[src/rtl/pipo_arb_pkg.sv]
// Shared types, default sizing and helpers for the round-robin PIPO load arbiter.
package pipo_arb_pkg;

  typedef enum logic [0:0] {
    IDLE = 1'b0,
    HOLD = 1'b1
  } pipo_state_e;

  localparam int PIPO_WIDTH       = 4;
  localparam int PIPO_NUM_REQ     = 4;
  localparam int PIPO_HOLD_CYCLES = 2;

  // Index width for n requesters; never narrower than one bit.
  function automatic int id_width(input int n);
    if (n > 1) begin
      return $clog2(n);
    end else begin
      return 1;
    end
  endfunction

endpackage

[src/rtl/pipo_load_arbiter_if.sv]
// Requester-side request/data bundle and shared-register outputs of the arbiter.
interface pipo_load_arbiter_if
  import pipo_arb_pkg::*;
#(
  parameter int NUM_REQ = PIPO_NUM_REQ,
  parameter int WIDTH   = PIPO_WIDTH
);
  localparam int ID_W = id_width(NUM_REQ);

  logic [NUM_REQ-1:0]       req;
  logic [NUM_REQ*WIDTH-1:0] req_data;
  logic [NUM_REQ-1:0]       grant;
  logic [WIDTH-1:0]         parallel_out;
  logic [ID_W-1:0]          owner;
  logic                     out_valid;
  logic                     busy;

  modport master (
    output req, req_data,
    input  grant, parallel_out, owner, out_valid, busy
  );

  modport slave (
    input  req, req_data,
    output grant, parallel_out, owner, out_valid, busy
  );

endinterface

[src/rtl/rr_priority_pick.sv]
// Combinational round-robin picker: first eligible requester scanning upward
// from the pointer with wrap.
module rr_priority_pick
  import pipo_arb_pkg::*;
#(
  parameter int NUM_REQ = PIPO_NUM_REQ,
  parameter int ID_W    = id_width(NUM_REQ)
) (
  input  logic [NUM_REQ-1:0] req,
  input  logic [NUM_REQ-1:0] mask,
  input  logic [ID_W-1:0]    pointer,
  output logic               any_valid,
  output logic [NUM_REQ-1:0] winner,
  output logic [ID_W-1:0]    winner_idx
);

  logic [NUM_REQ-1:0] eligible_s;
  logic [ID_W-1:0]    scan_s;

  assign eligible_s = req & ~mask;

  // Walk every position once, starting at the pointer, keeping the first hit.
  always_comb begin
    any_valid  = 1'b0;
    winner     = '0;
    winner_idx = '0;
    scan_s     = pointer;
    for (int k = 0; k < NUM_REQ; k++) begin
      if (eligible_s[scan_s] && !any_valid) begin
        any_valid  = 1'b1;
        winner_idx = scan_s;
      end else begin
        any_valid  = any_valid;
      end
      if (scan_s == ID_W'(NUM_REQ - 1)) begin
        scan_s = '0;
      end else begin
        scan_s = scan_s + ID_W'(1);
      end
    end
    if (any_valid) begin
      winner[winner_idx] = 1'b1;
    end else begin
      winner = '0;
    end
  end

endmodule

[src/rtl/pipo_load_arbiter.sv]
// Shared parallel register loaded round-robin from NUM_REQ requesters, held
// stable for HOLD_CYCLES cycles after every load.
module pipo_load_arbiter
  import pipo_arb_pkg::*;
#(
  parameter int NUM_REQ     = PIPO_NUM_REQ,
  parameter int WIDTH       = PIPO_WIDTH,
  parameter int HOLD_CYCLES = PIPO_HOLD_CYCLES
) (
  input logic               clk,
  input logic               rst,
  pipo_load_arbiter_if.slave bus
);

  localparam int ID_W = id_width(NUM_REQ);

  pipo_state_e        state_r, state_nx;
  logic [3:0]         cnt_r, cnt_nx;
  logic [ID_W-1:0]    ptr_r, ptr_nx;
  logic [WIDTH-1:0]   data_r, data_nx;
  logic [NUM_REQ-1:0] grant_r, grant_nx;
  logic [ID_W-1:0]    owner_r, owner_nx;
  logic               valid_r, valid_nx;
  logic               busy_r;

  logic               pick_any_s;
  logic [NUM_REQ-1:0] pick_oh_s;
  logic [ID_W-1:0]    pick_idx_s;
  logic [WIDTH-1:0]   word_s;

  // The grant being shown this cycle masks its own requester from re-winning.
  rr_priority_pick #(
    .NUM_REQ (NUM_REQ),
    .ID_W    (ID_W)
  ) u_pick (
    .req        (bus.req),
    .mask       (grant_r),
    .pointer    (ptr_r),
    .any_valid  (pick_any_s),
    .winner     (pick_oh_s),
    .winner_idx (pick_idx_s)
  );

  assign word_s = bus.req_data[int'(pick_idx_s)*WIDTH +: WIDTH];

  // Next-state, load and pointer-advance decisions.
  always_comb begin
    state_nx = state_r;
    cnt_nx   = cnt_r;
    ptr_nx   = ptr_r;
    data_nx  = data_r;
    grant_nx = '0;
    owner_nx = owner_r;
    valid_nx = valid_r;
    case (state_r)
      IDLE: begin
        if (pick_any_s) begin
          data_nx  = word_s;
          owner_nx = pick_idx_s;
          valid_nx = 1'b1;
          grant_nx = pick_oh_s;
          ptr_nx   = (pick_idx_s == ID_W'(NUM_REQ - 1)) ? '0 : pick_idx_s + ID_W'(1);
          if (HOLD_CYCLES > 0) begin
            state_nx = HOLD;
            cnt_nx   = 4'(HOLD_CYCLES - 1);
          end else begin
            state_nx = IDLE;
            cnt_nx   = 4'd0;
          end
        end else begin
          grant_nx = '0;
        end
      end
      HOLD: begin
        if (cnt_r == 4'd0) begin
          state_nx = IDLE;
        end else begin
          cnt_nx = cnt_r - 4'd1;
        end
      end
      default: begin
        state_nx = IDLE;
        cnt_nx   = 4'd0;
      end
    endcase
  end

  // State and output registers; reset aborts a hold immediately.
  always_ff @(posedge clk) begin
    if (rst) begin
      state_r <= IDLE;
      cnt_r   <= 4'd0;
      ptr_r   <= '0;
      data_r  <= '0;
      grant_r <= '0;
      owner_r <= '0;
      valid_r <= 1'b0;
      busy_r  <= 1'b0;
    end else begin
      state_r <= state_nx;
      cnt_r   <= cnt_nx;
      ptr_r   <= ptr_nx;
      data_r  <= data_nx;
      grant_r <= grant_nx;
      owner_r <= owner_nx;
      valid_r <= valid_nx;
      busy_r  <= (state_nx == HOLD);
    end
  end

  assign bus.grant        = grant_r;
  assign bus.parallel_out = data_r;
  assign bus.owner        = owner_r;
  assign bus.out_valid    = valid_r;
  assign bus.busy         = busy_r;

endmodule

[src/flat_wrapper.sv]
// flat-port wrapper written by rule: the top's interface ports become plain ports
module pipo_load_arbiter_flat import pipo_arb_pkg::*;
#(
  parameter int NUM_REQ     = PIPO_NUM_REQ,
  parameter int WIDTH       = PIPO_WIDTH,
  parameter int HOLD_CYCLES = PIPO_HOLD_CYCLES
)
  (clk, rst, bus_req, bus_req_data, bus_grant, bus_parallel_out, bus_owner, bus_out_valid, bus_busy);
  pipo_load_arbiter_if #(.NUM_REQ(NUM_REQ), .WIDTH(WIDTH)) bus_i ();
  input logic clk;
  input logic rst;
  input wire logic [$bits(bus_i.req)-1:0] bus_req;
  input wire logic [$bits(bus_i.req_data)-1:0] bus_req_data;
  output wire logic [$bits(bus_i.grant)-1:0] bus_grant;
  output wire logic [$bits(bus_i.parallel_out)-1:0] bus_parallel_out;
  output wire logic [$bits(bus_i.owner)-1:0] bus_owner;
  output wire logic [$bits(bus_i.out_valid)-1:0] bus_out_valid;
  output wire logic [$bits(bus_i.busy)-1:0] bus_busy;
  assign bus_i.req = bus_req;
  assign bus_i.req_data = bus_req_data;
  assign bus_grant = bus_i.grant;
  assign bus_parallel_out = bus_i.parallel_out;
  assign bus_owner = bus_i.owner;
  assign bus_out_valid = bus_i.out_valid;
  assign bus_busy = bus_i.busy;
  pipo_load_arbiter #(.NUM_REQ(NUM_REQ), .WIDTH(WIDTH), .HOLD_CYCLES(HOLD_CYCLES)) u_core (.clk(clk), .rst(rst), .bus(bus_i));
endmodule
[config.mk]
export PLATFORM = sky130hd
export DESIGN_NAME = pipo_load_arbiter_flat
export DESIGN_NICKNAME = d
export VERILOG_FILES = /design/src/rtl/pipo_arb_pkg.sv /design/src/rtl/pipo_load_arbiter_if.sv /design/src/rtl/rr_priority_pick.sv /design/src/rtl/pipo_load_arbiter.sv /design/src/flat_wrapper.sv
export SDC_FILE = /design/constraint.sdc
export NUM_CORES = 1
export LEC_CHECK = 0
export CAP_MARGIN = 15
export CORE_ASPECT_RATIO = 0.5
export CORE_MARGIN = 8
export CORE_UTILIZATION = 48
export CTS_BUF_LIST = sky130_fd_sc_hd__clkbuf_16
export DETAILED_ROUTE_END_ITERATION = 10
export PLACE_DENSITY = 0.78
export SETUP_SLACK_MARGIN = 0.4
export SYNTH_ARGS = -nofsm -noshare
export SYNTH_HDL_FRONTEND = slang
export SYNTH_SLANG_ARGS = --single-unit
[constraint.sdc]
create_clock -name clk -period 2.95 [get_ports clk]
set_input_delay 0.4425 -clock clk [delete_from_list [all_inputs] [get_ports clk]]
set_output_delay 0.4425 -clock clk [all_outputs]
set_load 0.02 [all_outputs]
### Yosys cells after proc, flatten, opt, wreduce, memory -nomap -nowiden

Cells that the tools add are included.
W data, S select, Z words.

* bits in registers: 18
* latch bits: 0
* RAM bits: 0
* memory bits (read-only): 0
* input port bits: 22
* word-level logic and storage cells: 68
* memories: 0

* add/subtract/negate cells: 5
* multiply operators: 0
* divide/modulo/power cells: 0
* magnitude comparators: 6
* eq/ne operators: 6
* shift operators: 1
* muxes and demuxes: 28
* bitwise logic cells: 4
* reductions and logical operators: 11

Operators by type and width (count)
* $mux W2: 8
* $shiftx A16 B5 Y4: 1
* $lt A2 B3 Y1 const B: 5
* $mux W1: 11
* $add A2 B1 Y2 const B: 4
* $bmux W1 S2: 4
* $eq A2 B2 Y1 const B: 4
* $mux W4: 2
* $pmux W4 S2: 1
* $and A4 B4 Y4: 1
* $logic_and A1 B1 Y1: 4
* $logic_not A4 Y1: 1
* $not A4 Y4: 1
* $reduce_and A2 Y1: 2
* $sub A4 B1 Y4 const B: 1
* $logic_not A1 Y1: 3
* $reduce_or A3 Y1: 1
* $demux W1 S2: 1
* $ge A2 B1 Y1 const B: 1
* $ne A2 B1 Y1 const B: 1
* $ne A2 B2 Y1 const B: 1
* $not A1 Y1: 2
* $pmux W1 S2: 1

### Longest topological paths before layout

Gate-level depths: netlist (run 1).

* word-level depth: 18
* gate-level depth with buffers: 9

### By module

A second synthesis (run 1) with hierarchy kept.

* cells, all modules: 140
* area total of the unflattened synthesis: 1228.7 um^2

Modules (own cells, without submodules)
* pipo_load_arbiter: instances 1, cells each 80, area an instance 768.2 um^2, seq. area each 360.3 um^2
* rr_priority_pick: instances 1, cells each 60, area an instance 460.4 um^2, seq. area each 0.0 um^2

### Least setup slack after synthesis (run 1)

No wires, ideal clock.

* kind: reg-to-reg
* from: reg u_core.ptr_r[0]
* to: reg u_core.ptr_r[1]
* setup time: 0.079 ns
* data arrival time: 2.334 ns
* required time: 2.871 ns
* slack: 0.537 ns
* cell stages (with the launch flop): 9
* buffers on the path: 1
* period minus slack after synthesis: 2.413 ns
* cells stage by stage: dfxtp_1 > ha_1 > buf_2 > mux4_1 > nand2_2 > mux2i_2 > clkinv_2 > ha_1 > a211oi_2

* longest elaborated chain between the ends: 14
* elaborated cells between the ends (all ways): 35
* those cells by class: add/sub: 4; eq/ne: 4; mux: 20; reduce/logical: 7

Ends and longest elaborated chain
* start: declaration: RTL line pipo_load_arbiter.sv:19 `logic [ID_W-1:0] ptr_r, ptr_nx;`
* start signal: assignment: RTL line pipo_load_arbiter.sv:102 `ptr_r <= ptr_nx;`
* branches (longest 11 deep; another with $add A2 B1 Y2)
* $mux W2 *: RTL line rr_priority_pick.sv:29 `if (eligible_s[scan_s] && !any_valid) begin`
* via u_core.pick_idx_s[0]: RTL line pipo_load_arbiter.sv:28 `logic [ID_W-1:0] pick_idx_s;`
* $add A2 B1 Y2 or $eq A2 B2 Y1 (tied branches): RTL line pipo_load_arbiter.sv:62 `ptr_nx = (pick_idx_s == ID_W'(NUM_REQ - 1)) ? '0 : pick_idx_s + ID_W'(1);`
* $mux W2 *: RTL line pipo_load_arbiter.sv:62

Mark *: on every way through the listed nets, which the timed path passes. The select of a mux whose other input is x is not followed.
A chain may end at the register's enable or synchronous reset.

### Worst setup path in the final report (run 1)

* from: in bus_req[2]
* to: reg u_core.ptr_r[1]

* longest elaborated chain between the ends: 15
* elaborated cells between the ends (all ways): 27
* those cells by class: add/sub: 1; eq/ne: 1; mux: 17; bitwise: 1; reduce/logical: 7

Ends and longest elaborated chain
* start: declaration: RTL line flat_wrapper.sv:12 `input wire logic [$bits(bus_i.req)-1:0] bus_req;`
* $and A4 B4 Y4 *: RTL line rr_priority_pick.sv:20 `assign eligible_s = req & ~mask;`
* $bmux W1 S2: RTL line rr_priority_pick.sv:29
* $mux W1 (not written as such): RTL line rr_priority_pick.sv:29
* $mux W1: RTL line rr_priority_pick.sv:29
* $logic_not A1 Y1: RTL line rr_priority_pick.sv:29
* $logic_and A1 B1 Y1: RTL line rr_priority_pick.sv:29
* $mux W1: RTL line rr_priority_pick.sv:29
* $logic_not A1 Y1: RTL line rr_priority_pick.sv:29
* $logic_and A1 B1 Y1: RTL line rr_priority_pick.sv:29
* $mux W1: RTL line rr_priority_pick.sv:29
* $logic_not A1 Y1: RTL line rr_priority_pick.sv:29
* $logic_and A1 B1 Y1: RTL line rr_priority_pick.sv:29
* $mux W2 *: RTL line rr_priority_pick.sv:29
* via u_core.pick_idx_s[0]: RTL line pipo_load_arbiter.sv:28
* $add A2 B1 Y2 or $eq A2 B2 Y1 (tied branches): RTL line pipo_load_arbiter.sv:62
* $mux W2 *: RTL line pipo_load_arbiter.sv:62

Mark *: on every way through the listed nets, which the timed path passes. The rest lies on a longest branch. The select of a mux whose other input is x is not followed.

==> summary.md, run 1 <==
| Metric | Value |
|---|---|
| Drt pass-1 iters | 4 |
| Io pins | 34 |
| Worst path arrival time | 2610 ps |
| Global placement routability congestion | 0.951 |
| Min cycle time layout | around 2400 ps |
| Final hold viol count | 0 |
| Clock slew at reported path FFs | 50 ps |
| Post-synth top cells | 18 x dfxtp_1, 14 x mux2i_1, 10 x nor2_1 |
| Slew HR | approximately 60% |
| Nets | 187 |
| Vias/cell | 5.13 |
| Post-Synthesis Cells | about 120 |
| Power Density | 1170 mW/mm^2 |
| Yosys top cell area share | 28.8% |
| Die height | 52.1 um |
| Crit Path Max Fanout | 6 |
| Clock sinks | 18 |
| Starting density of the core | roughly half |
| Total track usage | 12.7% |
| Max Clk Rate | 408 MHz |
| Hold crit path type | reg2reg |
| Skew-Pair Late Insertion Delay | ~250 ps |
| Top-count cell post-synth | dfxtp_1 |
| Crit path launch type | input port |
| Clock skew | 1.81 ps |
| CP Class | in2reg |
| Synth area leaders | dfxtp_1 29%, mux2i_1 11%, ha_1 6.0% |
| CTS Hold Bufs | 0 |
| TritonCTS clock tree | done |
| Worst-Margin Slew | ~600 ps |
| Most used DFF post-synth | dfxtp_1 |
| PortBufs | 33 |
| Yosys reg bits | 18 |
| RSZ-0062 raised after global routing | no |
| Final core occ | 65.9% |
| CTS max path bufs | 2 |
| First-pass GRT wire length | 4.56 mm |
| Drt total wl | between 2 and 3 mm |
| Max Slew Vio Count | 0 |
| DR vias | about 1000 |
| Req. time, crit path | 3110 ps |
| P_leak | 0.000674 uW |
| Mean Syn Cell Area | 10.2 um^2 |
| # DRC | 0 |
| Netlist cell types | 45 |
| VDD IR max | ~0.00046 V |
| Post-synth EDFFs | 0 |
| Root buffer cell | clkbuf_16 |
| Die width | between 80 and 90 um |
| Share of cells above drive strength 1 | between 10% and 20% |
| Setup TNS Final | 0 ps |
| Final global-route overflow total | 0 |
| Setup crit end kind | flip-flop |
| Routed wire per std cell | approximately 14 um |
| Leading area contributor after synthesis | dfxtp_1 |
| N_diodes | 0 |
| Routed Antenna Nets | 0 |
| Synth Cell Area | roughly 0.0012 mm^2 |
| Initial antenna violation count | 0 |
| Post-DP HPWL | 2.14 mm |
| # H-tree levels | 1 |
| Reg-to-reg startpoint | u_core.ptr_r[1]$_SDFFE_PP0P_ |
| Die ar. | 0.00459 mm^2 |
| Synth Net Count | 150 |
| Crit path launch | bus_req[2] |
| FFs w/ async S/R, synth | 0% |
| Synth Warn # | 0 |
| First DRT Iteration DRCs | 50 |
| Maxcap violations | 0 |
| Fin crit share | 83.0% |
| Status | finished clean |
| Core Region | 0.00254 mm^2 |
| Cts bufs inserted | 3 |
| Largest net degree at the start of global routing | 18 |
| Seq/Total Area, Yosys | 28.8% |
| # setup viols final | 0 |
| Vias in the first global route | 1001 |
| Min-Delay Startpoint | u_core.bus.out_valid$_SDFFE_PP0P_ |
| Area grow syn2layout | 33.7% |
| Row count | 13 |
report_power, final:
group          switching [uW]  internal, uW
clock network            86.4           178
registers                53.8           331
logic                     670           640
layer usage:
layer	track usage, %	vias up	part of all wire [%]
met3	3.13	4	3.3
li1	-	511	-
met2	22.9	21	51
met4	4.99	0	1.1
met5	0	-	0
met1	14.3	459	44
layout by cell type, fill, tap and decap left out, drive strengths merged, types with 4 or more instances in the layout:
| cell type | synthesis | layout |
|---|---|---|
| inv | 6 | 6 |
| nand2b | 4 | 4 |
| mux2i | 15 | 15 |
| nor2 | 14 | 14 |
| ha | 6 | 6 |
| o221ai | 4 | 4 |
| or3b | 4 | 4 |
| clkdlybuf4s50 | 0 | 33 |
| nand2 | 5 | 5 |
| buf | 7 | 7 |
| and2 | 4 | 4 |
| dfxtp | 18 | 18 |
critical path: stages:
cell and delay [ps]:
clkdlybuf4s50_1 470, nand2b_1 140, mux4_1 560, nand2_2 120, mux2i_2 270, clkinv_2 130, ha_1 320, a211oi_2 160
final timing paths:
| path | to | slack (ps) | depth (start not counted) |
|---|---|---|---|
| min reg2reg | u_core.bus.out_valid$_SDFFE_PP0P_ | 480 | 2 |
| max | u_core.ptr_r[1]$_SDFFE_PP0P_ | 500 | 8 |
| max reg2reg | u_core.ptr_r[1]$_SDFFE_PP0P_ | 540 | 7 |
| min | u_core.bus.out_valid$_SDFFE_PP0P_ | 480 | 2 |
final cells by class:
class / instances / area, um^2
fillers: 214 / 866
multi-input cells: 89 / 779
repair buffers: 40 / 383
flip-flops and latches: 18 / 360
clock buffers: 3 / 75.1
well taps: 37 / 46.3
inverters: 7 / 27.5
cell families (layout without fill, tap and decap cells):
group / after synthesis / count (layout) / synth area share (%)
AO/OA/AOI/OAI: 17 / 17 / 12.7
XOR/XNOR: 3 / 3 / 2.10
adder cells (fa/ha/maj): 6 / 6 / 6.01
buffers and inverters: 15 / 50 / 9.01
flip-flops: 18 / 18 / 28.8
multiplexers: 18 / 18 / 18.0
AND/OR/NAND/NOR: 45 / 45 / 23.3
through the flow:
| stage | setup slack, ps | std cells | power, uW | area [um^2] | hold slack [ps] |
|---|---|---|---|---|---|
| floorplan | 537 | 122 | 1410 | 1250 | 515 |
| global placement | 285 | 190 | 1650 | 1590 | 465 |
| detailed placement | 230 | 190 | 1670 | 1590 | 470 |
| CTS | 414 | 193 | 1960 | 1660 | 485 |
| global route | 420 | 194 | 2110 | 1670 | 508 |
| finish | 501 | 194 | 1960 | 1670 | 481 |
sequential cells by signal (all words and copies together) (netlist names):
register / count
u_core.bus.grant: 4
u_core.bus.owner: 2
u_core.bus.parallel_out: 4
u_core.bus.busy: 1
u_core.bus.out_valid: 1
u_core.ptr_r: 2
u_core.cnt_r: 4
timing repair:
| action | CTS | global route |
|---|---|---|
| gates resized for setup | 0 | 1 |
| setup endpoints to repair | 0 | 1 |
| buffers inserted | 0 | 1 |
(Power assumes the default switching activity.)
==> run 2: changes to the inputs <==
- clock period: 2.95 -> 2.39 ns (I/O delays scaled with it)
==> summary.md, run 2 (synthesis results as in run 1) <==
| Metric | Value |
|---|---|
| Fin crit share | 93.4% |
| DR vias | 1197 (+20%) |
| DR WL met2 | 2.21 mm (+58%) |
| Post-route cell area | 0.00207 mm^2 (+24%) |
| Commonest cells after routing, fill and taps aside | 29 x clkdlybuf4s50_1, 23 x buf_4, 16 x dfxtp_1 |
| Worst-Margin Slew | 631 ps (+34.6 ps) |
| N_diodes | 0 (unchanged) |
| Final hold viol count | 0 (unchanged) |
| Placed cells | 202 (+6.3%) |
| Die width | 88.2 um (unchanged) |
| # DRC | 0 (unchanged) |
| Hold crit path type | reg2reg |
| Maxcap violations | 0 (unchanged) |
| Metal-1 WL | 1.66 mm (+38%) |
| Finished Layout Cells | 220 (+13%) |
| Io pins | 34 (unchanged) |
| Setup crit end kind | flip-flop |
| Max Slew Vio Count | 0 (unchanged) |
| Largest net degree at the start of global routing | 18 (unchanged) |
| Initial antenna violation count | 0 (unchanged) |
| Routed wire per std cell | 18.8 um (+34%) |
| Nets | 212 (+13%) |
| Logic pwr share | 75.6% (+8.7 points) |
| RSZ-0062 raised after global routing | yes |
| Status | finished clean |
| Crit Reg-Reg Endpoint | u_core.ptr_r[1]$_SDFFE_PP0P_ |
| Clock slew at reported path FFs | 60 ps (about the same) |
| Sequential share of power | 14.4% (-5.2 points) |
| Delay of the slowest critical-path stage | 520 ps (-40 ps) |
| Worst path most repeated cell | ha_4 |
| Crit path launch type | flip-flop |
| Vias in the first global route | 1146 (+14%) |
| Worst path arrival time | 2390 ps (-220 ps) |
| First DRT Iteration DRCs | 54 (+8.0%) |
| Switching power share of the total | 42.0% (+0.63 points) |
| VDD IR max | 0.000745 V (+62%) |
| Min-Delay Startpoint | u_core.bus.out_valid$_SDFFE_PP0P_ |
| CP Class | reg2reg |
| Starting density of the core | 49.3% (unchanged) |
| Vias/cell | 5.44 (+6.1%) |
| Die ar. | 0.00459 mm^2 (unchanged) |
| Worst hold slack | 487 ps (+5.61 ps) |
| Post-DP HPWL | 2.37 mm (+11%) |
| Power Density | 1700 mW/mm^2 (+45%) |
| # H-tree levels | 1 (unchanged) |
| First-pass GRT wire length | 5.78 mm (+27%) |
| Drt pass-1 iters | 4 (unchanged) |
| Final global-route overflow total | 0 (unchanged) |
| Root buffer cell | clkbuf_16 |
| Most common cell after layout, fill and taps aside | clkdlybuf4s50_1 |
| Worst path slowest cell | mux4_2 |
| R2R depth | 7 (unchanged) |
| Sw power | 1470 uW (+81%) |
| Clock sinks | 18 (unchanged) |
| Min cycle time layout | 2230 ps |
| Drt total wl | 4.15 mm (+52%) |
| P_leak | 0.000826 uW (+23%) |
| Global placement routability congestion | 0.886 (-6.9%) |
| Internal reg-to-reg setup slack | 160 ps (-380 ps) |
| Total track usage | 16.5% (+3.8 points) |
| Routed Antenna Nets | 0 (unchanged) |
| Clock skew | 6.92 ps (+5.11 ps) |
| TritonCTS clock tree | done |
| Share of cells above drive strength 1 | 40.4% (+21 points) |
| Hold path endpoint | u_core.bus.out_valid$_SDFFE_PP0P_ |
| Max Clk Rate | approximately 450 MHz |
| Area grow syn2layout | 65.3% |
| Core Region | 0.00254 mm^2 (unchanged) |
| Hold path cells | 2 (unchanged) |
| Cts bufs inserted | 3 (unchanged) |
| DR top layer | met4 |
| CP Cell Sequence | ha_4, mux4_2, nand2_4, mux2i_4, clkinv_4, ha_4, a211oi_2 |
| Tot Pwr | 3500 uW (+79%) |
| Crit Path Max Fanout | 5 (-1) |
| Slew HR | 57.8% (-2.3 points) |
| Clock power frac | 10.0% (-3.5 points) |
| # setup viols final | 0 (unchanged) |
| Req. time, crit path | 2550 ps (-560 ps) |
| Row count | 13 (unchanged) |
| DP Area | 0.00171 mm^2 (+8.0%) |
| WL met3 | 163 um (+81%) |
| Reg-to-reg startpoint | u_core.ptr_r[1]$_SDFFE_PP0P_ |
| Die height | 52.1 um (unchanged) |
| Skew-Pair Late Insertion Delay | 260 ps (about the same) |
| CTS max path bufs | 2 (unchanged) |
| Cell Int Power | 2030 uW (+77%) |
| PortBufs | 33 (unchanged) |
[run 2: changes by cell type in the layout (fill, tap and decap cells not counted), sizes merged]
| cell | previous run | this run |
|---|---|---|
| clkdlybuf4s50 | 33 | 29 |
| buf | 7 | 32 |
| clkinv | 1 | 2 |
| dlygate4sd2 | 0 | 4 |
[run 2: repair_timing]
item / CTS / global route
endpoints found under the hold margin: 0 / 0
endpoints found under the setup margin: 18 / 15
hold buffers: 0 / 0
gates resized for setup: 22 / 17
buffers inserted: 4 / 9
pin swaps: 5 / 4
gates cloned: 1 / 0
[run 2: area by class of cell]
type	count	area, um^2
multi-input cells	89	945
flip-flops and latches	18	365
fillers	159	472
clock buffers	3	75.1
well taps	37	46.3
inverters	7	31.3
clock inverters	1	3.75
repair buffers	65	599
[run 2: power by group through the flow]
stage / Sequential [uW] / Clock, uW / Combinational (uW)
after floorplan: 564 / 0 / 1290
after global placement: 487 / 0 / 1820
after detailed placement: 490 / 0 / 1880
after CTS: 491 / 344 / 2230
after global routing: 512 / 365 / 2790
final: 503 / 350 / 2650
[run 2: how the worst max path moves through the flow]
stage | from | slack (ps) | cells past startpoint | to
floorplan | u_core.ptr_r[0]$_SDFFE_PP0P_ | 240 | 8 | u_core.ptr_r[1]$_SDFFE_PP0P_
global placement | bus_req[3] | -50 | 8 | u_core.bus.owner[0]$_SDFFE_PP0P_
detailed placement | bus_req[3] | -150 | 8 | u_core.ptr_r[1]$_SDFFE_PP0P_
CTS | u_core.ptr_r[1]$_SDFFE_PP0P_ | 220 | 7 | u_core.ptr_r[1]$_SDFFE_PP0P_
global route | u_core.ptr_r[0]$_SDFFE_PP0P_ | 90 | 8 | u_core.bus.parallel_out[3]$_SDFFE_PP0P_
finish | u_core.ptr_r[1]$_SDFFE_PP0P_ | 160 | 7 | u_core.ptr_r[1]$_SDFFE_PP0P_
[run 2: worst max-delay path: cells and delay by family, from the launching register on]
family	cells	cell delay, ps
multiplexers	2	810
adder cells (fa/ha/maj)	2	520
flip-flops	1	360
AO/OA/AOI/OAI	1	210
buffers and inverters	1	120
AND/OR/NAND/NOR	1	110
[run 2: through the flow]
| stage | util, % | setup TNS, ps | setup WS [ps] |
|---|---|---|---|
| 6_report | 81.4 | 0 | 157 |
| 2_1_floorplan | - | 0 | 238 |
| 3_3_place_gp | 67.5 | -227 | -53.8 |
| 5_1_grt | 81.4 | 0 | 92.3 |
| 4_1_cts | 75.1 | 0 | 216 |
| 3_5_place_dp | 67.5 | -691 | -155 |
[run 2: layer usage]
metal,vias up,track usage (%)
met5,-,0
met4,0,6.37
met3,10,3.45
met2,43,31.6
met1,581,17.5
li1,563,-
